## config.mk

```make
export PLATFORM = sky130hd
export DESIGN_NAME = maxnet_flat
export DESIGN_NICKNAME = d
export VERILOG_FILES = /design/src/rtl/maxnet_pkg.sv /design/src/rtl/maxnet_if.sv /design/src/rtl/maxnet_neuron.sv /design/src/rtl/maxnet.sv /design/src/flat_wrapper.sv
export SDC_FILE = /design/constraint.sdc
export NUM_CORES = 1
export LEC_CHECK = 0
export ABC_AREA = 1
export BUFFER_PORTS_ARGS = -buffer_cell sky130_fd_sc_hd__buf_2
export CAP_MARGIN = 20
export CORE_AREA = 2 2 142 200
export DETAILED_ROUTE_END_ITERATION = 7
export DIE_AREA = 0 0 144 202
export PLACE_DENSITY = 0.64
export SLEW_MARGIN = 20
export SYNTH_ARGS = -nofsm -noshare
export SYNTH_HDL_FRONTEND = slang
export SYNTH_SLANG_ARGS = --single-unit
```

## constraint.sdc

```tcl
create_clock -name clk -period 16.2 [get_ports clk]
set_input_delay 0 -clock clk [delete_from_list [all_inputs] [get_ports clk]]
set_output_delay 0 -clock clk [all_outputs]
set_load 0.02 [all_outputs]
```

## src/rtl/maxnet_pkg.sv

```systemverilog
// Shared types and constants for the four-input MaxNet winner-take-all engine.
package maxnet_pkg;

    localparam int IN_W      = 5;
    localparam int FRAC_W    = 8;
    localparam int EPS_SHIFT = 3;
    localparam int ACT_W     = IN_W + FRAC_W;
    localparam int SUM_W     = ACT_W + 2;
    localparam int MAX_ITER  = 63;
    localparam int CNT_W     = 6;

    typedef enum logic [1:0] {
        IDLE,
        LOAD,
        ITER,
        DONE
    } state_t;

    typedef logic [ACT_W-1:0] act_t;

endpackage

```

## src/rtl/maxnet_if.sv

```systemverilog
// Start/done handshake bundle carrying the four scores and the winning score.
interface maxnet_if;
    import maxnet_pkg::*;

    logic            start;
    logic [IN_W-1:0] X1;
    logic [IN_W-1:0] X2;
    logic [IN_W-1:0] X3;
    logic [IN_W-1:0] X4;
    logic            done;
    logic [IN_W-1:0] result;

    modport master (
        output start, X1, X2, X3, X4,
        input  done, result
    );

    modport slave (
        input  start, X1, X2, X3, X4,
        output done, result
    );

endinterface

```

## src/rtl/maxnet_neuron.sv

```systemverilog
// One lateral-inhibition step: ReLU(a - ((S - a) >> EPS_SHIFT)).
module maxnet_neuron
    import maxnet_pkg::*;
(
    input  act_t             a,
    input  logic [SUM_W-1:0] s,
    output act_t             q
);

    logic [SUM_W-1:0] ax;
    logic [SUM_W-1:0] inh;

    assign ax  = SUM_W'(a);
    assign inh = (s - ax) >> EPS_SHIFT;
    assign q   = (ax > inh) ? ACT_W'(ax - inh) : '0;

endmodule

```

## src/rtl/maxnet.sv

```systemverilog
// Four-input MaxNet: loads scores, iterates inhibition until one survives,
// then reports the winner's original score.
module maxnet
    import maxnet_pkg::*;
(
    input logic     clk,
    input logic     rst,
    maxnet_if.slave bus
);

    state_t           state;
    state_t           state_nx;
    logic [IN_W-1:0]  xin  [4];
    logic [IN_W-1:0]  orig [4];
    act_t             a    [4];
    act_t             a_nx [4];
    logic [CNT_W-1:0] cnt;
    logic [3:0]       nzm;
    logic [3:0]       prev;
    logic [2:0]       nz;
    logic [SUM_W-1:0] sum;
    logic             finish;
    logic [1:0]       win_one;
    logic [1:0]       win_prev;
    logic [1:0]       win_max;
    logic [1:0]       win;
    act_t             best;
    logic [IN_W-1:0]  res_nx;
    logic [IN_W-1:0]  result;

    assign xin[0] = bus.X1;
    assign xin[1] = bus.X2;
    assign xin[2] = bus.X3;
    assign xin[3] = bus.X4;

    for (genvar g = 0; g < 4; g++) begin : g_n
        assign nzm[g] = (a[g] != '0);
        maxnet_neuron u_neuron (
            .a (a[g]),
            .s (sum),
            .q (a_nx[g])
        );
    end

    assign sum = SUM_W'(a[0]) + SUM_W'(a[1])
               + SUM_W'(a[2]) + SUM_W'(a[3]);
    assign nz  = 3'(nzm[0]) + 3'(nzm[1])
               + 3'(nzm[2]) + 3'(nzm[3]);
    assign finish = (nz <= 3'd1)
                 || (cnt == CNT_W'(MAX_ITER));

    always_comb begin
        win_one  = '0;
        win_prev = '0;
        win_max  = '0;
        best     = a[0];
        for (int i = 3; i >= 0; i--) begin
            if (nzm[i])  win_one  = 2'(i);
            if (prev[i]) win_prev = 2'(i);
        end
        for (int i = 1; i < 4; i++) begin
            if (a[i] > best) begin
                best    = a[i];
                win_max = 2'(i);
            end
        end
        if (nz == 3'd1)      win = win_one;
        else if (nz == 3'd0) win = win_prev;
        else                 win = win_max;
        // Empty prev mask with no survivors means every input was zero.
        if (nz == 3'd0 && prev == 4'd0) res_nx = '0;
        else                            res_nx = orig[win];
    end

    always_ff @(posedge clk) begin
        if (rst) state <= IDLE;
        else     state <= state_nx;
    end

    always_comb begin
        state_nx = state;
        unique case (state)
            IDLE:    if (bus.start) state_nx = LOAD;
            LOAD:    state_nx = ITER;
            ITER:    if (finish) state_nx = DONE;
            DONE:    if (bus.start) state_nx = LOAD;
            default: state_nx = IDLE;
        endcase
    end

    always_ff @(posedge clk) begin
        if (rst) begin
            orig   <= '{default: '0};
            a      <= '{default: '0};
            cnt    <= '0;
            prev   <= '0;
            result <= '0;
        end else begin
            unique case (state)
                IDLE, DONE: begin
                    if (bus.start) orig <= xin;
                end
                LOAD: begin
                    for (int i = 0; i < 4; i++)
                        a[i] <= {orig[i], {FRAC_W{1'b0}}};
                    cnt  <= '0;
                    prev <= '0;
                end
                ITER: begin
                    if (finish) begin
                        result <= res_nx;
                    end else begin
                        a    <= a_nx;
                        prev <= nzm;
                        cnt  <= cnt + 1'b1;
                    end
                end
                default: ;
            endcase
        end
    end

    assign bus.done   = (state == DONE);
    assign bus.result = result;

endmodule

```

## src/flat_wrapper.sv

```systemverilog
// flat-port wrapper written by rule: the top's interface ports become plain ports
module maxnet_flat import maxnet_pkg::*;
  (clk, rst, bus_start, bus_X1, bus_X2, bus_X3, bus_X4, bus_done, bus_result);
  maxnet_if bus_i ();
  input logic clk;
  input logic rst;
  input wire logic [$bits(bus_i.start)-1:0] bus_start;
  input wire logic [$bits(bus_i.X1)-1:0] bus_X1;
  input wire logic [$bits(bus_i.X2)-1:0] bus_X2;
  input wire logic [$bits(bus_i.X3)-1:0] bus_X3;
  input wire logic [$bits(bus_i.X4)-1:0] bus_X4;
  output wire logic [$bits(bus_i.done)-1:0] bus_done;
  output wire logic [$bits(bus_i.result)-1:0] bus_result;
  assign bus_i.start = bus_start;
  assign bus_i.X1 = bus_X1;
  assign bus_i.X2 = bus_X2;
  assign bus_i.X3 = bus_X3;
  assign bus_i.X4 = bus_X4;
  assign bus_done = bus_i.done;
  assign bus_result = bus_i.result;
  maxnet u_core (.clk(clk), .rst(rst), .bus(bus_i));
endmodule
```

==> impl_metrics.tcl, run 1 <==
set metrics [dict create \
    ant_nets 0 \
    grt_usage 0.234 \
    grt_max_degree 63 \
    dieArea_sq_um 29100 \
    drcViolationCount 0 \
    ff2ff_path_depth 30 \
    rsz0062_at_grt "false" \
    holdPathStages 3 \
    area_delta_synth_final_pct 9.98 \
    critPathSlowestCell "fa_1" \
    critPathLaunchType "flip-flop" \
    routed_wl_microns 33500 \
    cp_max_fo 9 \
    clk_path_buf_depth 2 \
    die_x_microns 144 \
    yosysTopAreaCell "ha_1" \
    max_freq_mhz 131 \
    dr_total_vias 10900 \
    holdPathEnd "u_core.a[32]$_SDFFE_PP0P_" \
    cap_violations 0 \
    hold_path.class "input port to flip-flop" \
    start_util 0.395 \
    syn_avg_cell_area_sq_um 6.62 \
    fin_nets 1878 \
    yosysSeqAreaShare 0.165 \
    reg2reg_to "u_core.a[32]$_SDFFE_PP0P_" \
    post_cts_buffers 0 \
    r2r-start "u_core.a[39]$_SDFFE_PP0P_" \
    critical_path_class "flip-flop to flip-flop" \
    maxSlewHeadroom 0.345 \
    finalHoldViolations 0 \
    first_iter_violations 684 \
    arrival_ns 7.87 \
    numCtsBuffers 9 \
    syn_inst 1631 \
    yosysWarnings 0 \
    netlist_top_cells_area "ha_1 (20%), dfxtp_1 (17%), nand2_1 (11%), a21oi_1 (11%), inv_1 (7.7%)" \
    worstHoldStart "rst" \
    cts_resized 0 \
    clkTransAtPathRegs_ns 0.07 \
    synth_fp_nets 1846 \
    gp_congestion 0.978 \
    synth_flop_cell "dfxtp_1" \
    grt_pass1_vias 10400 \
    finalSetupViolCount 0 \
    synthDistinctLibCells 40 \
    drive_gt1_frac 0.0390 \
    synth_top_area_frac 0.199 \
    status "finished, final reports clean" \
    grt_pass1_wl_microns 53000 \
    cts_tree "built" \
    synth-async-reset-ratio 0 \
    floorplan.io_pins 29 \
    first_pass_iters 7 \
    drv_slew 0 \
    clkSinkCount 89 \
    grt_overflow 0 \
    worst_clock_skew_ns 0.0111 \
    antenna_found_initial 0 \
    mostFrequentLayoutCells "nand2_1 (330), a21oi_1 (237), inv_1 (221)" \
    core-area_sq_um 27300 \
    via_per_inst 5.34 \
    critPathCaptureType "flip-flop" \
    final_common_cell "nand2_1" \
    synth_edf_count 0 \
    cp_slowest_stage_delay_ns 0.50 \
    ctsHtreeMaxLevel 3 \
    wire_per_inst_microns 16.4 \
    min_period_over_period 0.471 \
    n_antenna_cell 0 \
    ys_ff_latch 89 \
    clock_latency_ns 0.38 \
    worstPathRequired_ns 16.44 \
    ff2ff_setup_slack_ns 8.57 \
    die_h_microns 202 \
    rows 72 \
    synthesis.area_sq_um 10800 \
    hpwl_microns 26900 \
    root_buffer "clkbuf_16" \
    min_period_ns 7.63 \
    fin_tns_setup_ns 0 \
    worstMarginPinSlew_ns 0.974 \
    io_buffer_count 28 \
]
-- per-stage QoR --
step	hold WS [ns]	instances	worst slack [ns]	area (sq um)	utilization
2_1_floorplan	0.193	1631	9.90	10800	-
3_3_place_gp	0.279	1999	8.72	11300	0.414
3_5_place_dp	0.289	2000	8.70	11300	0.415
4_1_cts	0.220	2037	8.65	11800	0.434
5_1_grt	0.258	2038	7.77	11900	0.435
6_report	0.239	2038	8.57	11900	0.435
-- worst max-delay path: cells and delay by family, from the launching register on --
family                     cells  cell delay, ns
buffers and inverters          4            0.56
adders and majority gates      6            2.24
and+or+nand+nor                9            1.46
DFF                            1            0.45
AOI/OAI and AO/OA              8            2.28
xor gates and xnor gates       3            0.51
-- worst max-delay path by stage --
stage	start	endpoint	cells past startpoint
3_5_place_dp	u_core.a[39]$_SDFFE_PP0P_	u_core.a[32]$_SDFFE_PP0P_	35
2_1_floorplan	u_core.a[39]$_SDFFE_PP0P_	u_core.a[6]$_SDFFE_PP0P_	37
4_1_cts	u_core.a[39]$_SDFFE_PP0P_	u_core.a[26]$_SDFFE_PP0P_	35
5_1_grt	u_core.a[39]$_SDFFE_PP0P_	u_core.a[32]$_SDFFE_PP0P_	35
3_3_place_gp	u_core.a[39]$_SDFFE_PP0P_	u_core.a[26]$_SDFFE_PP0P_	35
6_report	u_core.a[39]$_SDFFE_PP0P_	u_core.a[32]$_SDFFE_PP0P_	30
-- cell usage after synthesis (all sizes together), types with 19 or more instances --
master  count
clkbuf     28
inv       226
nor3       19
nand4      21
nand3      65
a21oi     241
o21ai     135
nand2     333
xor2       54
nor2      110
fa         20
xnor2      37
dfxtp      89
ha        172
-- cells by family (layout without fill, tap and decap cells) --
kind of cell             count (synthesis)  after routing  share of synthesized area
AO/OA/AOI/OAI                          438            438                      0.220
AND/OR/NAND/NOR                        556            556                      0.211
adder cells (fa/ha/maj)                192            192                      0.236
flip-flops                              89             89                      0.165
buffers and inverters                  265            302                     0.0938
XOR/XNOR                                91             91                     0.0738
-- flip-flops by register name, summed over array words and instances, names as in the netlist --
register,count
u_core.a,52
u_core.bus.result,5
u_core.cnt,6
u_core.orig,20
u_core.prev,4
u_core.state,2
-- repair_timing --
item / CTS / global route
hold buffers: 21 / 0
endpoints found under the hold margin: 21 / 0
endpoints found under the setup margin: 0 / 0
-- final cells by class --
cell class,instances,area (sq um)
Inverter,229,860
Multi-Input combinational cell,1277,8020
Sequential cell,89,1780
Tap cell,370,463
Fill cell,2839,15400
Clock inverter,3,47.5
Clock buffer,13,250
Timing Repair Buffer,57,450
-- per-layer routing --
| layer | vias to the layer above | routed length (microns) | track usage |
|---|---|---|---|
| met5 | - | 0 | 0 |
| met4 | 0 | 2070 | 0.148 |
| met3 | 93 | 1230 | 0.0261 |
| met2 | 316 | 16600 | 0.408 |
| met1 | 4948 | 13600 | 0.267 |
| li1 | 5527 | - | - |
Power of run 1 is left out: the tool's default activity adds up to more than one toggle a clock period on the data nets, which glitch-free logic cannot reach.
==> run 2: changes to the inputs <==
--- a/config.mk
+++ b/config.mk
@@ -11,7 +11,7 @@
 export CORE_AREA = 2 2 142 200
 export DETAILED_ROUTE_END_ITERATION = 7
 export DIE_AREA = 0 0 144 202
-export PLACE_DENSITY = 0.64
+export PLACE_DENSITY = 0.66
 export SLEW_MARGIN = 20
 export SYNTH_ARGS = -nofsm -noshare
 export SYNTH_HDL_FRONTEND = slang
==> constraint.sdc (replaced) <==
create_clock -name clk -period 6.1 [get_ports clk]
set_input_delay 0 -clock clk [delete_from_list [all_inputs] [get_ports clk]]
set_output_delay 0 -clock clk [all_outputs]
set_load 0.02 [all_outputs]
==> impl_metrics.tcl, run 2 (same netlist as run 1, synthesis figures left out) <==
set metrics [dict create \
    violations "negative setup slack" \
    clkSinkCount 89 \
    routed_wl_microns 38800 \
    grt_pass1_vias 12200 \
    cpLargestDelayFamily "adder cells" \
    multi_input_comb_area_sq_um 9010 \
    hold_path.class "input port to flip-flop" \
    worst_clock_skew_ns 0.00886 \
    top_register "u_core.a" \
    placed_cells 2254 \
    largest_reg_flops 52 \
    fin_nets 2165 \
    worstPathRequired_ns 6.36 \
    cap_violations 0 \
    rows 72 \
    grt_max_degree 62 \
    dieArea_sq_um 29100 \
    path_common_cell "buf_4" \
    cp_slowest_stage_delay_ns 0.54 \
    final_cell_count_no_fill 2325 \
    area_delta_synth_final_pct 39.5 \
    first_pass_iters 5 \
    grt_pass1_wl_microns 60800 \
    critPathSlowestCell "fa_1" \
    min_period_ns 6.16 \
    io_buffer_count 28 \
    critPathLaunchType "flip-flop" \
    min_period_over_period 1.01 \
    status "finished, violations left" \
    arrival_ns 6.41 \
    maxSlewHeadroom 0.485 \
    die_h_microns 202 \
    cp_max_fo 4 \
    clk_path_buf_depth 2 \
    mostFrequentLayoutCells "nand2_1 (305), buf_4 (281), a21oi_1 (212)" \
    finalSetupViolCount 22 \
    grt_overflow 0 \
    final_common_cell "nand2_1" \
    start_util 0.395 \
    clock_latency_ns 0.39 \
    critical_path_class "flip-flop to flip-flop" \
    grt_usage 0.267 \
    via_per_inst 5.29 \
    first_iter_violations 741 \
    gp_congestion 0.953 \
    drcViolationCount 0 \
    regArea_sq_um 1790 \
    finalHoldViolations 0 \
    core-area_sq_um 27300 \
    die_x_microns 144 \
    numCtsBuffers 9 \
    worstMarginPinSlew_ns 0.773 \
    ctsHtreeMaxLevel 3 \
    dr_total_vias 12300 \
    root_buffer "clkbuf_16" \
    n_antenna_cell 0 \
    antenna_found_initial 0 \
    layout_setup_ws_ns -0.0585 \
    crit_buf_inv 9 \
    largest_registers "u_core.a x52, u_core.orig x20, u_core.cnt x6" \
    drv_slew 0 \
    rsz0062_at_grt "true" \
    fillers 2469 \
    clkTransAtPathRegs_ns 0.08 \
    max_freq_mhz 162 \
    wire_per_inst_microns 16.7 \
    drive_gt1_frac 0.266 \
    cts_tree "built" \
    ant_nets 0 \
    floorplan.io_pins 29 \
    hpwl_microns 29200 \
    critPathCaptureType "flip-flop" \
]
## run 2: cell type report
cell class                 instances  share of cell area
multi-input combinational       1277               0.599
timing repair buffer             343               0.174
sequential                        89               0.119
inverter                         229              0.0581
tap                              370              0.0308
clock buffer                      10              0.0159
clock inverter                     6             0.00333
timing repair inverter             1            0.000582
## run 2: worst min-delay path, stage by stage
cell and delay [ns]:
buf_2 0.09, buf_4 0.32, nor2_1 0.17
## run 2: what timing repair did
action | CTS | global route
pin swaps | 65 | 84
setup buffers | 21 | 14
hold buffers | 21 | 0
hold endpoints to repair | 21 | 0
resized for setup | 133 | 101
setup endpoints to repair | 52 | 57
gates cloned | 0 | 1
## run 2: through the flow
step / util / worst slack, ns / setup TNS (ns) / hold slack [ns] / area, sq um
6_report: 0.551 / -0.0585 / -0.700 / 0.241 / 15100
5_1_grt: 0.551 / -0.416 / -16.72 / 0.250 / 15100
4_1_cts: 0.534 / -0.0481 / -0.365 / 0.226 / 14600
3_5_place_dp: 0.485 / -0.471 / -17.53 / 0.282 / 13200
3_3_place_gp: 0.485 / -0.366 / -12.88 / 0.277 / 13200
2_1_floorplan: - / 0.0155 / 0 / 0.193 / 10800
## run 2: final timing paths
path                                      from                                 to  slack [ns]  depth (start not counted)
max reg2reg          u_core.a[28]$_SDFFE_PP0P_           u_core.a[7]$_SDFFE_PP0P_       -0.06                         35
max                  u_core.a[28]$_SDFFE_PP0P_           u_core.a[7]$_SDFFE_PP0P_       -0.06                         35
min reg2reg  u_core.bus.result[3]$_SDFFE_PP0P_  u_core.bus.result[3]$_SDFFE_PP0P_        0.47                          2
min                                        rst          u_core.a[44]$_SDFFE_PP0P_        0.24                          3
## run 2: layer usage
| layer | global-route usage | vias to the layer above | share of wire |
|---|---|---|---|
| met2 | 0.487 | 407 | 0.51 |
| met4 | 0.176 | 0 | 0.065 |
| li1 | - | 6092 | - |
| met5 | 0 | - | 0 |
| met1 | 0.289 | 5682 | 0.39 |
| met3 | 0.0237 | 126 | 0.039 |
Power of run 2 is left out for the same reason.
==> run 3: changes to the inputs <==
--- a/config.mk
+++ b/config.mk
@@ -12,6 +12,7 @@
 export DETAILED_ROUTE_END_ITERATION = 7
 export DIE_AREA = 0 0 144 202
 export PLACE_DENSITY = 0.66
+export SKIP_CTS_REPAIR_TIMING = 1
 export SLEW_MARGIN = 20
 export SYNTH_ARGS = -nofsm -noshare
 export SYNTH_HDL_FRONTEND = slang
==> impl_metrics.tcl, run 3 (same netlist as run 1, synthesis figures left out) <==
set metrics [dict create \
    drv_slew 0 \
    first_iter_violations 625 \
    grt_max_degree 62 \
    worstMarginPinSlew_ns 0.768 \
    grt_overflow 0 \
    ctsHtreeMaxLevel 3 \
    reg2reg_to "u_core.a[45]$_SDFFE_PP0P_" \
    gp_congestion 0.953 \
    ff2ff_setup_slack_ns -0.35 \
    layout_setup_ws_ns -0.346 \
    min_period_ns 6.45 \
    arrival_ns 6.70 \
    hold_path.class "input port to flip-flop" \
    startpoint "u_core.a[41]$_SDFFE_PP0P_" \
    clkTransAtPathRegs_ns 0.07 \
    cp_max_fo 8 \
    crit_end "u_core.a[45]$_SDFFE_PP0P_" \
    critPathSlowestCell "fa_1" \
    ant_nets 0 \
    start_util 0.395 \
    min_period_over_period 1.06 \
    via_per_inst 5.27 \
    top_register "u_core.a" \
    numCtsBuffers 9 \
    rows 72 \
    rsz0062_at_grt "true" \
    grt_usage 0.253 \
    status "finished, violations left" \
    routed_wl_microns 38100 \
    worstPathRequired_ns 6.35 \
    first_pass_iters 5 \
    clkSinkCount 89 \
    cap_violations 0 \
    fillers 2525 \
    floorplan.io_pins 29 \
    clock_latency_ns 0.38 \
    cts_tree "built" \
    final_common_cell "nand2_1" \
    critPathLaunchType "flip-flop" \
    critical_path_class "flip-flop to flip-flop" \
    final_area_sq_um 14800 \
    finalSetupViolCount 50 \
    dr_total_vias 12200 \
    hpwl_microns 29200 \
    post-place-ws_ns -0.471 \
    clk_path_buf_depth 2 \
    mostFrequentLayoutCells "nand2_1 (300), buf_4 (269), inv_1 (213)" \
    finalHoldViolations 0 \
    die_x_microns 144 \
    critPathCaptureType "flip-flop" \
    drcViolationCount 0 \
    root_buffer "clkbuf_16" \
    die_h_microns 202 \
    antenna_found_initial 0 \
    r2r-start "u_core.a[41]$_SDFFE_PP0P_" \
    ff2ff_path_depth 33 \
    utilization 0.542 \
    place_area_sq_um 13200 \
    drive_gt1_frac 0.254 \
    cp_slowest_stage_delay_ns 0.54 \
    max_freq_mhz 155 \
    worst_clock_skew_ns 0.0100 \
    placed_cells 2254 \
    io_buffer_count 28 \
    fin_nets 2150 \
    wire_per_inst_microns 16.5 \
    largest_registers "u_core.a x52, u_core.orig x20, u_core.cnt x6" \
    core-area_sq_um 27300 \
    violations "negative setup slack" \
    largest_reg_flops 52 \
    grt_pass1_vias 11700 \
    grt_pass1_wl_microns 57400 \
    final_cell_count_no_fill 2310 \
    maxSlewHeadroom 0.488 \
    n_antenna_cell 0 \
    area_delta_synth_final_pct 37.1 \
    dieArea_sq_um 29100 \
]
[run 3: cell count changes in the layout (fill, tap and decap cells not counted), sizes merged]
cell	delta
buf	-14
clkinv	-1
dlygate4sd3	-1
clkinvlp	+1
[run 3: routing by layer]
metal	vias up	GRT usage	wire (microns)
met1	5624	0.278	14800
met4	0	0.165	2500
met2	357	0.457	19400
met3	131	0.0192	1440
li1	6058	-	-
met5	-	0	0
[run 3: worst min path at each step]
stage | end | depth (start not counted) | slack (ns) | startpoint
finish | u_core.state[1]$_SDFFE_PP0P_ | 4 | 0.02 | bus_start
global route | u_core.state[1]$_SDFFE_PP0P_ | 4 | 0.08 | bus_start
CTS | u_core.orig[8]$_SDFFE_PP0P_ | 3 | -0.12 | bus_X3[3]
detailed placement | u_core.orig[8]$_SDFFE_PP0P_ | 3 | 0.28 | bus_X3[3]
global placement | u_core.orig[13]$_SDFFE_PP0P_ | 3 | 0.28 | bus_X2[3]
floorplan | u_core.orig[0]$_SDFFE_PP0P_ | 2 | 0.19 | bus_X4[0]
[run 3: critical path: cells and delay by family, from the launching register on]
kind,cells,cell delay (ns)
compound gates,8,1.45
flops,1,0.33
xor+xnor,3,0.66
fa+ha+maj,5,1.89
buf+inv,6,0.75
simple gates,11,1.18
[run 3: final cells by class]
cell class                      instances  area [sq um]  area share
Sequential cell                        89          1790       0.121
Timing Repair inverter                  1          8.76    0.000592
Clock inverter                          6          50.0     0.00338
Clock buffer                           10           239      0.0162
Inverter                              229           868      0.0587
Multi-Input combinational cell       1277          8890       0.601
Tap cell                              370           463      0.0313
Timing Repair Buffer                  328          2490       0.168
[run 3: through the flow]
step	hold slack, ns	TNS (ns)
finish	0.0182	-11.25
global route	0.0773	-29.10
detailed placement	0.282	-17.53
global placement	0.277	-12.88
CTS	-0.116	-20.20
floorplan	0.193	0
Power of run 3 is left out for the same reason.
